$ cat src/rtl/qdr_usr_pkg.sv
// rtl/qdr_usr_pkg.sv - shared types, defaults and helpers for the QDR user-port requester
package qdr_usr_pkg;

  localparam int DEF_ADDR_WIDTH = 21;
  localparam int DEF_DATA_WIDTH = 72;
  localparam int DEF_BE_WIDTH   = 8;
  localparam int DEF_TAG_WIDTH  = 4;

  typedef enum logic [1:0] {
    WAIT_RDY = 2'd0,
    RUN      = 2'd1,
    DRAIN    = 2'd2,
    ERR      = 2'd3
  } req_state_e;

  typedef struct packed {
    logic                      we;
    logic [DEF_ADDR_WIDTH-1:0] addr;
    logic [DEF_DATA_WIDTH-1:0] wdata;
    logic [DEF_BE_WIDTH-1:0]   be;
    logic [DEF_TAG_WIDTH-1:0]  tag;
  } usr_cmd_t;

  // Counter width able to hold 0..depth inclusive.
  function automatic int cnt_width(input int depth);
    return $clog2(depth) + 1;
  endfunction

endpackage

$ cat src/rtl/qdr_usr_requester_if.sv
// rtl/qdr_usr_requester_if.sv - command, controller usr_* and response signals of the requester
interface qdr_usr_requester_if
  import qdr_usr_pkg::*;
#(
  parameter int ADDR_WIDTH = DEF_ADDR_WIDTH,
  parameter int DATA_WIDTH = DEF_DATA_WIDTH,
  parameter int BE_WIDTH   = DEF_BE_WIDTH,
  parameter int TAG_WIDTH  = DEF_TAG_WIDTH
);
  logic                  cmd_valid;
  logic                  cmd_ready;
  logic                  cmd_we;
  logic [ADDR_WIDTH-1:0] cmd_addr;
  logic [DATA_WIDTH-1:0] cmd_wdata;
  logic [BE_WIDTH-1:0]   cmd_be;
  logic [TAG_WIDTH-1:0]  cmd_tag;

  logic [ADDR_WIDTH-1:0] usr_addr;
  logic                  usr_wr_strb;
  logic [DATA_WIDTH-1:0] usr_wr_data;
  logic [BE_WIDTH-1:0]   usr_wr_be;
  logic                  usr_rd_strb;
  logic [DATA_WIDTH-1:0] usr_rd_data;
  logic                  usr_rd_dvld;

  logic                  rsp_valid;
  logic [DATA_WIDTH-1:0] rsp_data;
  logic [TAG_WIDTH-1:0]  rsp_tag;

  // master is the requester (drives the controller's usr_* port)
  modport master (
    input  cmd_valid, cmd_we, cmd_addr, cmd_wdata, cmd_be, cmd_tag,
    input  usr_rd_data, usr_rd_dvld,
    output cmd_ready, usr_addr, usr_wr_strb, usr_wr_data, usr_wr_be, usr_rd_strb,
    output rsp_valid, rsp_data, rsp_tag
  );

  modport slave (
    output cmd_valid, cmd_we, cmd_addr, cmd_wdata, cmd_be, cmd_tag,
    output usr_rd_data, usr_rd_dvld,
    input  cmd_ready, usr_addr, usr_wr_strb, usr_wr_data, usr_wr_be, usr_rd_strb,
    input  rsp_valid, rsp_data, rsp_tag
  );
endinterface

$ cat src/rtl/qdr_tag_fifo.sv
// rtl/qdr_tag_fifo.sv - synchronous tag FIFO holding tags of outstanding reads
module qdr_tag_fifo #(
  parameter int DEPTH = 16,
  parameter int WIDTH = 4
) (
  input  logic                     clk_i,
  input  logic                     reset_i,
  input  logic                     push_i,
  input  logic                     pop_i,
  input  logic [WIDTH-1:0]         data_i,
  output logic [WIDTH-1:0]         data_o,
  output logic                     empty_o,
  output logic                     full_o,
  output logic [$clog2(DEPTH):0]   count_o
);
  localparam int AW = $clog2(DEPTH);

  logic [WIDTH-1:0] mem_q [DEPTH];
  logic [AW-1:0]    wr_ptr_q, rd_ptr_q;
  logic [AW:0]      count_q;
  logic             do_push, do_pop;

  assign empty_o = (count_q == '0);
  assign full_o  = (count_q == (AW+1)'(DEPTH));
  assign do_push = push_i & ~full_o;
  assign do_pop  = pop_i & ~empty_o;
  assign data_o  = mem_q[rd_ptr_q];
  assign count_o = count_q;

  always_ff @(posedge clk_i) begin
    if (do_push) mem_q[wr_ptr_q] <= data_i;
  end

  always_ff @(posedge clk_i) begin
    if (reset_i) begin
      wr_ptr_q <= '0;
      rd_ptr_q <= '0;
      count_q  <= '0;
    end else begin
      if (do_push) wr_ptr_q <= wr_ptr_q + AW'(1);
      if (do_pop)  rd_ptr_q <= rd_ptr_q + AW'(1);
      count_q <= count_q + (AW+1)'(do_push) - (AW+1)'(do_pop);
    end
  end
endmodule

$ cat src/rtl/qdr_usr_requester.sv
// rtl/qdr_usr_requester.sv - tagged command stream to QDR usr_* strobes with in-order tagged read returns
// Optional strobe/high-water statistics outputs under QDR_USR_REQUESTER_STATS_EN.
module qdr_usr_requester
  import qdr_usr_pkg::*;
#(
  parameter int ADDR_WIDTH = DEF_ADDR_WIDTH,
  parameter int DATA_WIDTH = DEF_DATA_WIDTH,
  parameter int BE_WIDTH   = DEF_BE_WIDTH,
  parameter int TAG_WIDTH  = DEF_TAG_WIDTH,
  parameter int MAX_OUTST  = 16,
  parameter int RD_TIMEOUT = 1024
) (
  input  logic                        clk0_i,
  input  logic                        reset_i,
  input  logic                        phy_rdy_i,
  qdr_usr_requester_if.master         bus,
  output logic [$clog2(MAX_OUTST):0]  outst_cnt_o,
  output logic                        err_timeout_o,
  output logic                        err_unexp_o
`ifdef QDR_USR_REQUESTER_STATS_EN
  ,
  output logic [31:0]                 stat_wr_cnt_o,
  output logic [31:0]                 stat_rd_cnt_o,
  output logic [$clog2(MAX_OUTST):0]  stat_max_outst_o
`endif
);
  localparam int              CW      = cnt_width(MAX_OUTST);
  localparam int              WW      = $clog2(RD_TIMEOUT + 1);
  localparam logic [CW-1:0]   MAX_CNT = CW'(MAX_OUTST);
  localparam logic [WW-1:0]   WD_LAST = WW'(RD_TIMEOUT - 1);

  req_state_e            state_q, state_d;
  logic                  cmd_ready_q, cmd_ready_d;
  logic [ADDR_WIDTH-1:0] usr_addr_q;
  logic                  usr_wr_strb_q, usr_rd_strb_q;
  logic [DATA_WIDTH-1:0] usr_wr_data_q;
  logic [BE_WIDTH-1:0]   usr_wr_be_q;
  logic                  rsp_valid_q;
  logic [DATA_WIDTH-1:0] rsp_data_q;
  logic [TAG_WIDTH-1:0]  rsp_tag_q;
  logic [WW-1:0]         wd_q;
  logic                  err_timeout_q, err_unexp_q;

  logic                  accept, wr_accept, rd_accept, push, pop;
  logic                  fifo_empty, fifo_full, wd_run, wd_expire;
  logic [TAG_WIDTH-1:0]  fifo_head;
  logic [CW-1:0]         cnt_q, cnt_nxt;

  assign accept    = bus.cmd_valid & cmd_ready_q;
  assign wr_accept = accept & bus.cmd_we;
  assign rd_accept = accept & ~bus.cmd_we;
  assign push      = rd_accept & ~fifo_full;
  assign pop       = bus.usr_rd_dvld & ~fifo_empty;
  assign cnt_nxt   = cnt_q + CW'(push) - CW'(pop);
  assign wd_run    = (cnt_q != '0) & ~bus.usr_rd_dvld;
  assign wd_expire = wd_run & (wd_q == WD_LAST) & ((state_q == RUN) | (state_q == DRAIN));

  qdr_tag_fifo #(.DEPTH(MAX_OUTST), .WIDTH(TAG_WIDTH)) u_tag_fifo (
    .clk_i   (clk0_i),
    .reset_i (reset_i),
    .push_i  (push),
    .pop_i   (pop),
    .data_i  (bus.cmd_tag),
    .data_o  (fifo_head),
    .empty_o (fifo_empty),
    .full_o  (fifo_full),
    .count_o (cnt_q)
  );

  always_comb begin
    state_d = state_q;
    case (state_q)
      WAIT_RDY: if (phy_rdy_i) state_d = RUN;
      RUN:      if (wd_expire) state_d = ERR;
                else if (!phy_rdy_i) state_d = DRAIN;
      DRAIN:    if (wd_expire) state_d = ERR;
                else if (phy_rdy_i) state_d = RUN;
                else if (cnt_q == '0) state_d = WAIT_RDY;
      ERR:      state_d = ERR;
      default:  state_d = WAIT_RDY;
    endcase
    // Ready looks at next-cycle count so a read filling the last slot still lands.
    cmd_ready_d = (state_d == RUN) && (cnt_nxt < MAX_CNT);
  end

  always_ff @(posedge clk0_i) begin
    if (reset_i) begin
      state_q       <= WAIT_RDY;
      cmd_ready_q   <= 1'b0;
      usr_addr_q    <= '0;
      usr_wr_strb_q <= 1'b0;
      usr_rd_strb_q <= 1'b0;
      usr_wr_data_q <= '0;
      usr_wr_be_q   <= '0;
      rsp_valid_q   <= 1'b0;
      rsp_data_q    <= '0;
      rsp_tag_q     <= '0;
      wd_q          <= '0;
      err_timeout_q <= 1'b0;
      err_unexp_q   <= 1'b0;
    end else begin
      state_q       <= state_d;
      cmd_ready_q   <= cmd_ready_d;
      usr_wr_strb_q <= wr_accept;
      usr_rd_strb_q <= rd_accept;
      if (accept) usr_addr_q <= bus.cmd_addr;
      if (wr_accept) begin
        usr_wr_data_q <= bus.cmd_wdata;
        usr_wr_be_q   <= bus.cmd_be;
      end
      rsp_valid_q <= bus.usr_rd_dvld;
      if (bus.usr_rd_dvld) begin
        rsp_data_q <= bus.usr_rd_data;
        rsp_tag_q  <= fifo_empty ? '0 : fifo_head;
      end
      if (bus.usr_rd_dvld && fifo_empty) err_unexp_q <= 1'b1;
      if (wd_expire) err_timeout_q <= 1'b1;
      if (!wd_run) wd_q <= '0;
      else if (wd_q != WD_LAST) wd_q <= wd_q + WW'(1);
    end
  end

  assign bus.cmd_ready   = cmd_ready_q;
  assign bus.usr_addr    = usr_addr_q;
  assign bus.usr_wr_strb = usr_wr_strb_q;
  assign bus.usr_wr_data = usr_wr_data_q;
  assign bus.usr_wr_be   = usr_wr_be_q;
  assign bus.usr_rd_strb = usr_rd_strb_q;
  assign bus.rsp_valid   = rsp_valid_q;
  assign bus.rsp_data    = rsp_data_q;
  assign bus.rsp_tag     = rsp_tag_q;
  assign outst_cnt_o     = cnt_q;
  assign err_timeout_o   = err_timeout_q;
  assign err_unexp_o     = err_unexp_q;

`ifdef QDR_USR_REQUESTER_STATS_EN
  logic [31:0]   stat_wr_q, stat_rd_q;
  logic [CW-1:0] stat_max_q;

  always_ff @(posedge clk0_i) begin
    if (reset_i) begin
      stat_wr_q  <= '0;
      stat_rd_q  <= '0;
      stat_max_q <= '0;
    end else begin
      if (usr_wr_strb_q) stat_wr_q <= stat_wr_q + 32'd1;
      if (usr_rd_strb_q) stat_rd_q <= stat_rd_q + 32'd1;
      if (cnt_nxt > stat_max_q) stat_max_q <= cnt_nxt;
    end
  end

  assign stat_wr_cnt_o    = stat_wr_q;
  assign stat_rd_cnt_o    = stat_rd_q;
  assign stat_max_outst_o = stat_max_q;
`endif
endmodule

$ cat src/flat_wrapper.sv
// flat-port wrapper written by rule: the top's interface ports become plain ports
module qdr_usr_requester_flat import qdr_usr_pkg::*;
#(
  parameter int ADDR_WIDTH = DEF_ADDR_WIDTH,
  parameter int DATA_WIDTH = DEF_DATA_WIDTH,
  parameter int BE_WIDTH   = DEF_BE_WIDTH,
  parameter int TAG_WIDTH  = DEF_TAG_WIDTH,
  parameter int MAX_OUTST  = 16,
  parameter int RD_TIMEOUT = 1024
)
  (clk0_i, reset_i, phy_rdy_i, outst_cnt_o, err_timeout_o, err_unexp_o, bus_cmd_valid, bus_cmd_we, bus_cmd_addr, bus_cmd_wdata, bus_cmd_be, bus_cmd_tag, bus_usr_rd_data, bus_usr_rd_dvld, bus_cmd_ready, bus_usr_addr, bus_usr_wr_strb, bus_usr_wr_data, bus_usr_wr_be, bus_usr_rd_strb, bus_rsp_valid, bus_rsp_data, bus_rsp_tag);
  qdr_usr_requester_if #(.ADDR_WIDTH(ADDR_WIDTH), .DATA_WIDTH(DATA_WIDTH), .BE_WIDTH(BE_WIDTH), .TAG_WIDTH(TAG_WIDTH)) bus_i ();
  input  logic clk0_i;
  input  logic reset_i;
  input  logic phy_rdy_i;
  output logic [$clog2(MAX_OUTST):0] outst_cnt_o;
  output logic err_timeout_o;
  output logic err_unexp_o;
  input wire logic [$bits(bus_i.cmd_valid)-1:0] bus_cmd_valid;
  input wire logic [$bits(bus_i.cmd_we)-1:0] bus_cmd_we;
  input wire logic [$bits(bus_i.cmd_addr)-1:0] bus_cmd_addr;
  input wire logic [$bits(bus_i.cmd_wdata)-1:0] bus_cmd_wdata;
  input wire logic [$bits(bus_i.cmd_be)-1:0] bus_cmd_be;
  input wire logic [$bits(bus_i.cmd_tag)-1:0] bus_cmd_tag;
  input wire logic [$bits(bus_i.usr_rd_data)-1:0] bus_usr_rd_data;
  input wire logic [$bits(bus_i.usr_rd_dvld)-1:0] bus_usr_rd_dvld;
  output wire logic [$bits(bus_i.cmd_ready)-1:0] bus_cmd_ready;
  output wire logic [$bits(bus_i.usr_addr)-1:0] bus_usr_addr;
  output wire logic [$bits(bus_i.usr_wr_strb)-1:0] bus_usr_wr_strb;
  output wire logic [$bits(bus_i.usr_wr_data)-1:0] bus_usr_wr_data;
  output wire logic [$bits(bus_i.usr_wr_be)-1:0] bus_usr_wr_be;
  output wire logic [$bits(bus_i.usr_rd_strb)-1:0] bus_usr_rd_strb;
  output wire logic [$bits(bus_i.rsp_valid)-1:0] bus_rsp_valid;
  output wire logic [$bits(bus_i.rsp_data)-1:0] bus_rsp_data;
  output wire logic [$bits(bus_i.rsp_tag)-1:0] bus_rsp_tag;
  assign bus_i.cmd_valid = bus_cmd_valid;
  assign bus_i.cmd_we = bus_cmd_we;
  assign bus_i.cmd_addr = bus_cmd_addr;
  assign bus_i.cmd_wdata = bus_cmd_wdata;
  assign bus_i.cmd_be = bus_cmd_be;
  assign bus_i.cmd_tag = bus_cmd_tag;
  assign bus_i.usr_rd_data = bus_usr_rd_data;
  assign bus_i.usr_rd_dvld = bus_usr_rd_dvld;
  assign bus_cmd_ready = bus_i.cmd_ready;
  assign bus_usr_addr = bus_i.usr_addr;
  assign bus_usr_wr_strb = bus_i.usr_wr_strb;
  assign bus_usr_wr_data = bus_i.usr_wr_data;
  assign bus_usr_wr_be = bus_i.usr_wr_be;
  assign bus_usr_rd_strb = bus_i.usr_rd_strb;
  assign bus_rsp_valid = bus_i.rsp_valid;
  assign bus_rsp_data = bus_i.rsp_data;
  assign bus_rsp_tag = bus_i.rsp_tag;
  qdr_usr_requester #(.ADDR_WIDTH(ADDR_WIDTH), .DATA_WIDTH(DATA_WIDTH), .BE_WIDTH(BE_WIDTH), .TAG_WIDTH(TAG_WIDTH), .MAX_OUTST(MAX_OUTST), .RD_TIMEOUT(RD_TIMEOUT)) u_core (.clk0_i(clk0_i), .reset_i(reset_i), .phy_rdy_i(phy_rdy_i), .bus(bus_i), .outst_cnt_o(outst_cnt_o), .err_timeout_o(err_timeout_o), .err_unexp_o(err_unexp_o));
endmodule
$ cat config.mk
export PLATFORM = sky130hd
export DESIGN_NAME = qdr_usr_requester_flat
export DESIGN_NICKNAME = d
export VERILOG_FILES = /design/src/rtl/qdr_usr_pkg.sv /design/src/rtl/qdr_usr_requester_if.sv /design/src/rtl/qdr_tag_fifo.sv /design/src/rtl/qdr_usr_requester.sv /design/src/flat_wrapper.sv
export SDC_FILE = /design/constraint.sdc
export NUM_CORES = 1
export LEC_CHECK = 0
export CORE_UTILIZATION = 48
export DETAILED_ROUTE_END_ITERATION = 7
export GPL_ROUTABILITY_DRIVEN = 1
export HOLD_SLACK_MARGIN = 0.05
export PLACE_DENSITY_LB_ADDON = 0.12
export SYNTH_ARGS = -nofsm -noshare
export SYNTH_HDL_FRONTEND = slang
export SYNTH_SLANG_ARGS = --single-unit
$ cat constraint.sdc
create_clock -name clk0_i -period 3.8 [get_ports clk0_i]
set_input_delay 0.57 -clock clk0_i [delete_from_list [all_inputs] [get_ports clk0_i]]
set_output_delay 0.57 -clock clk0_i [all_outputs]
set_load 0.05 [all_outputs]
==> results.py <==
metrics = {
    "global_routing": {
        "grt_pass1_vias": 7866,
        "grt_max_degree": 82,
        "grt_remaining_overflow": 0,
        "grt_use_total_pct": 24.90,
        "grt_pass1_wl_um": 42770,
        "antenna_found_initial": 1,
    },
    "die": {
        "dieWidth_um": 148.9,
        "num_rows": 53,
        "chipHeight_um": 148.9,
        "die_area_mm2": 0.02216,
        "start_util_pct": 49.10,
        "io_pins": 371,
        "coreArea_mm2": 0.02109,
    },
    "synth": {
        "synth_top_flop_cell": "dfxtp_1",
        "synth_warnings": 0,
        "synthSimpleGateAreaFrac_pct": 14.86,
        "synth_seq_cells": 277,
        "postSynth.asyncResetShare_pct": 0,
        "synth_edf_count": 64,
        "synth.avg_cell_area_um2": 10.42,
        "ys_types": 45,
        "synthMuxAreaShare_pct": 11.70,
        "synth_fa_ha_area_share_pct": 2.369,
        "synth_area_mm2": 0.01035,
        "ys_seq_area_share_pct": 59.75,
        "synthXorXnorAreaFrac_pct": 1.353,
        "synth_compound_area_share_pct": 6.973,
        "synthesis.nets": 1196,
        "syn-instance-count": 994,
        "synth_top_family_by_area": "simple AND/OR/NAND/NOR gates",
    },
    "sta": {
        "slew_headroom_pct": 29.50,
        "setup_slack_ns": 0.8621,
        "final_max_slew_viol_count": 0,
        "final.period_utilization_pct": 77.31,
        "worst_pin_slew_ns": 1.056,
        "tns_ns": 0,
        "clock.fmax_mhz": 340.4,
        "fin_crit_ns": 2.938,
        "rsz0062_at_grt": "no",
        "skew_ns": 0.01413,
        "whs_ns": 0.4508,
        "final_hold_viol_count": 0,
        "setup_viol": 0,
    },
    "clock_tree": {
        "root_buffer": "clkbuf_16",
        "insertion_delay_ns": 0.53,
        "cts_buffers": 29,
        "cts_resized": 0,
        "cts_buffer_depth": 3,
        "clkTransAtPathRegs_ns": 0.06,
        "hold_buffers": 0,
        "cts_sinks": 277,
        "cts_tree": "built",
        "ctsHtreeMaxLevel": 1,
        "postCtsSetupBuffers": 0,
    },
    "final_layout": {
        "ff_latch_area_mm2": 0.006186,
        "drive_above_1_share_pct": 6.158,
        "layout_common_cells": "368 x clkdlybuf4s50_1, 218 x nand2_1, 213 x dfxtp_1",
        "area_growth_pct": 46.19,
        "multi_input_area_mm2": 0.003861,
        "final_common_cell": "clkdlybuf4s50_1",
        "fillCellCount": 1554,
        "stdcell_count": 1640,
        "final_nets": 1545,
    },
    "route": {
        "postRouteWirelength_um": 28300,
        "drt_iter0_markers": 299,
        "avgViaCountPerCell": 4.961,
        "post-route-drc-count": 0,
        "wl_per_cell_um": 17.25,
        "vias": 8136,
        "firstDrtPassIters": 5,
        "ant_nets": 0,
    },
    "power_and_ir_drop": {
        "ir_worst_vdd_uv": 427.9,
        "switching_power_mw": 2.232,
        "pwr-share-comb_pct": 22.7,
        "p_leak_nw": 5.540,
        "p_seq_share_pct": 43.4,
        "powerDensity_mw_per_mm2": 508.2,
        "power_mw": 7.693,
        "p_clk_share_pct": 33.9,
        "switching_share_pct": 29.02,
        "p_int_mw": 5.460,
    },
    "placement": {
        "port_buffers": 370,
        "placed_cells": 1587,
        "hpwl_um": 20420,
        "routabilityCongestion": 0.8080,
        "dp_slack_ns": 0.6905,
    },
    "setup_path": {
        "crit_family": "adder cells",
        "path_cells": "inv_1, ha_1, nor4b_4, nor2b_1, ha_1, inv_1, ha_1, inv_1, fa_1, inv_1, a21oi_1, o21bai_1, xnor2_1, nor2_1",
        "worstPathMaxFanout": 7,
        "crit_slowest_cell": "nor4b_4",
        "crit_path_frequent_cell": "inv_1",
        "crit_arrival_ns": 3.33,
        "slowest_delay_ns": 0.47,
        "required_ns": 4.19,
        "crit_buf_inv": 4,
        "start_kind": "flip-flop",
        "cp-end-kind": "flip-flop",
        "critPathKind": "flip-flop to flip-flop",
    },
    "flow_run": {
        "max-cap-violations": 0,
    },
    "hold_path": {
        "hold_class": "flip-flop to flip-flop",
    },
    "outcome": {
        "status": "finished, final reports clean",
    },
}
state kept, by name (all words and copies together), names as in the netlist, 2 cells and up, named ones only:
register                    count
u_core.bus.rsp_tag              4
u_core.u_tag_fifo.count_o       5
u_core.bus.usr_wr_be            8
u_core.u_tag_fifo.wr_ptr_q      4
u_core.bus.usr_addr            21
u_core.wd_q                    11
u_core.u_tag_fifo.rd_ptr_q      4
u_core.bus.rsp_data            72
u_core.u_tag_fifo.mem_q        64
u_core.state_q                  2
u_core.bus.usr_wr_data         72
worst register-to-register path: stages, from the launching register on:
cell and delay [ns]:
dfxtp_1 0.33, inv_1 0.08, ha_1 0.22, nor4b_4 0.47, nor2b_1 0.27, ha_1 0.33
inv_1 0.05, ha_1 0.16, inv_1 0.06, fa_1 0.39, inv_1 0.07, a21oi_1 0.05
o21bai_1 0.15, xnor2_1 0.14, nor2_1 0.05
metal layers:
metal | global-route usage [%] | vias up | part of all wire (%)
met5 | 0 | - | 0
met4 | 11.99 | 0 | 5.1
met1 | 29.12 | 3736 | 38
li1 | - | 4052 | -
met3 | 6.208 | 66 | 7.5
met2 | 42.71 | 282 | 49
logic make-up (layout without fill, tap and decap cells):
family | after synthesis | after routing
xor gates and xnor gates | 16 | 16
other | 0 | 1
adders and majority gates | 19 | 19
AOI/OAI and AO/OA | 128 | 128
buffers and inverters | 79 | 449
muxes | 101 | 101
and+or+nand+nor | 374 | 374
DFF | 277 | 277
layout make-up:
type | count | share of cell area [%]
Inverter | 17 | 0.4216
Multi-Input combinational cell | 638 | 25.51
Timing Repair Buffer | 380 | 25.04
Antenna cell | 1 | 0.01653
Clock inverter | 9 | 0.3224
Clock buffer | 43 | 5.547
Sequential cell | 277 | 40.87
Tap cell | 275 | 2.273
synth_stat cells (2+ instances only):
cell type / n / area (um2)
nand2b_1: 4 / 25.02
a21o_1: 5 / 37.54
nor3_1: 10 / 50.05
edfxtp_1: 64 / 1922
nor3b_1: 2 / 15.01
dfxtp_1: 213 / 4264
mux2i_1: 85 / 850.8
inv_1: 17 / 63.81
xor2_1: 8 / 70.07
nand3_1: 3 / 15.01
o22ai_1: 4 / 25.02
nor2b_1: 5 / 31.28
and3_1: 2 / 12.51
ha_1: 18 / 225.2
buf_1: 8 / 30.03
a21oi_1: 107 / 535.5
nand2_1: 219 / 822.0
mux4_2: 16 / 360.4
nor2_1: 115 / 431.7
o21ai_0: 3 / 15.01
nand4_1: 4 / 25.02
clkbuf_1: 45 / 168.9
xnor2_1: 8 / 70.07
buf_2: 8 / 40.04
worst paths after layout:
path	cells past startpoint	end	start	slack, ns
min	2	u_core.bus.usr_wr_data[27]	u_core.bus.usr_wr_data[27]	0.45
max reg2reg	14	u_core.u_tag_fifo.count_o[4]	u_core.u_tag_fifo.count_o[3]	0.86
max	14	u_core.u_tag_fifo.count_o[4]	u_core.u_tag_fifo.count_o[3]	0.86
min reg2reg	2	u_core.bus.usr_wr_data[27]	u_core.bus.usr_wr_data[27]	0.45
power groups by stage:
stage / logic [mW] / registers, mW / clock network (mW)
5_1_grt: 1.89 / 3.37 / 2.81
2_1_floorplan: 0.790 / 3.74 / 0
3_3_place_gp: 1.74 / 3.40 / 0
6_report: 1.75 / 3.34 / 2.61
4_1_cts: 1.76 / 3.34 / 2.67
3_5_place_dp: 1.75 / 3.40 / 0
per-stage QoR:
| step | util, % | area (um2) |
|---|---|---|
| 3_5_place_dp | 67.55 | 14240 |
| 2_1_floorplan | - | 10350 |
| 5_1_grt | 71.78 | 15140 |
| 6_report | 71.78 | 15140 |
| 4_1_cts | 71.76 | 15130 |
| 3_3_place_gp | 67.55 | 14240 |
Power figures use the tool's default switching activity.
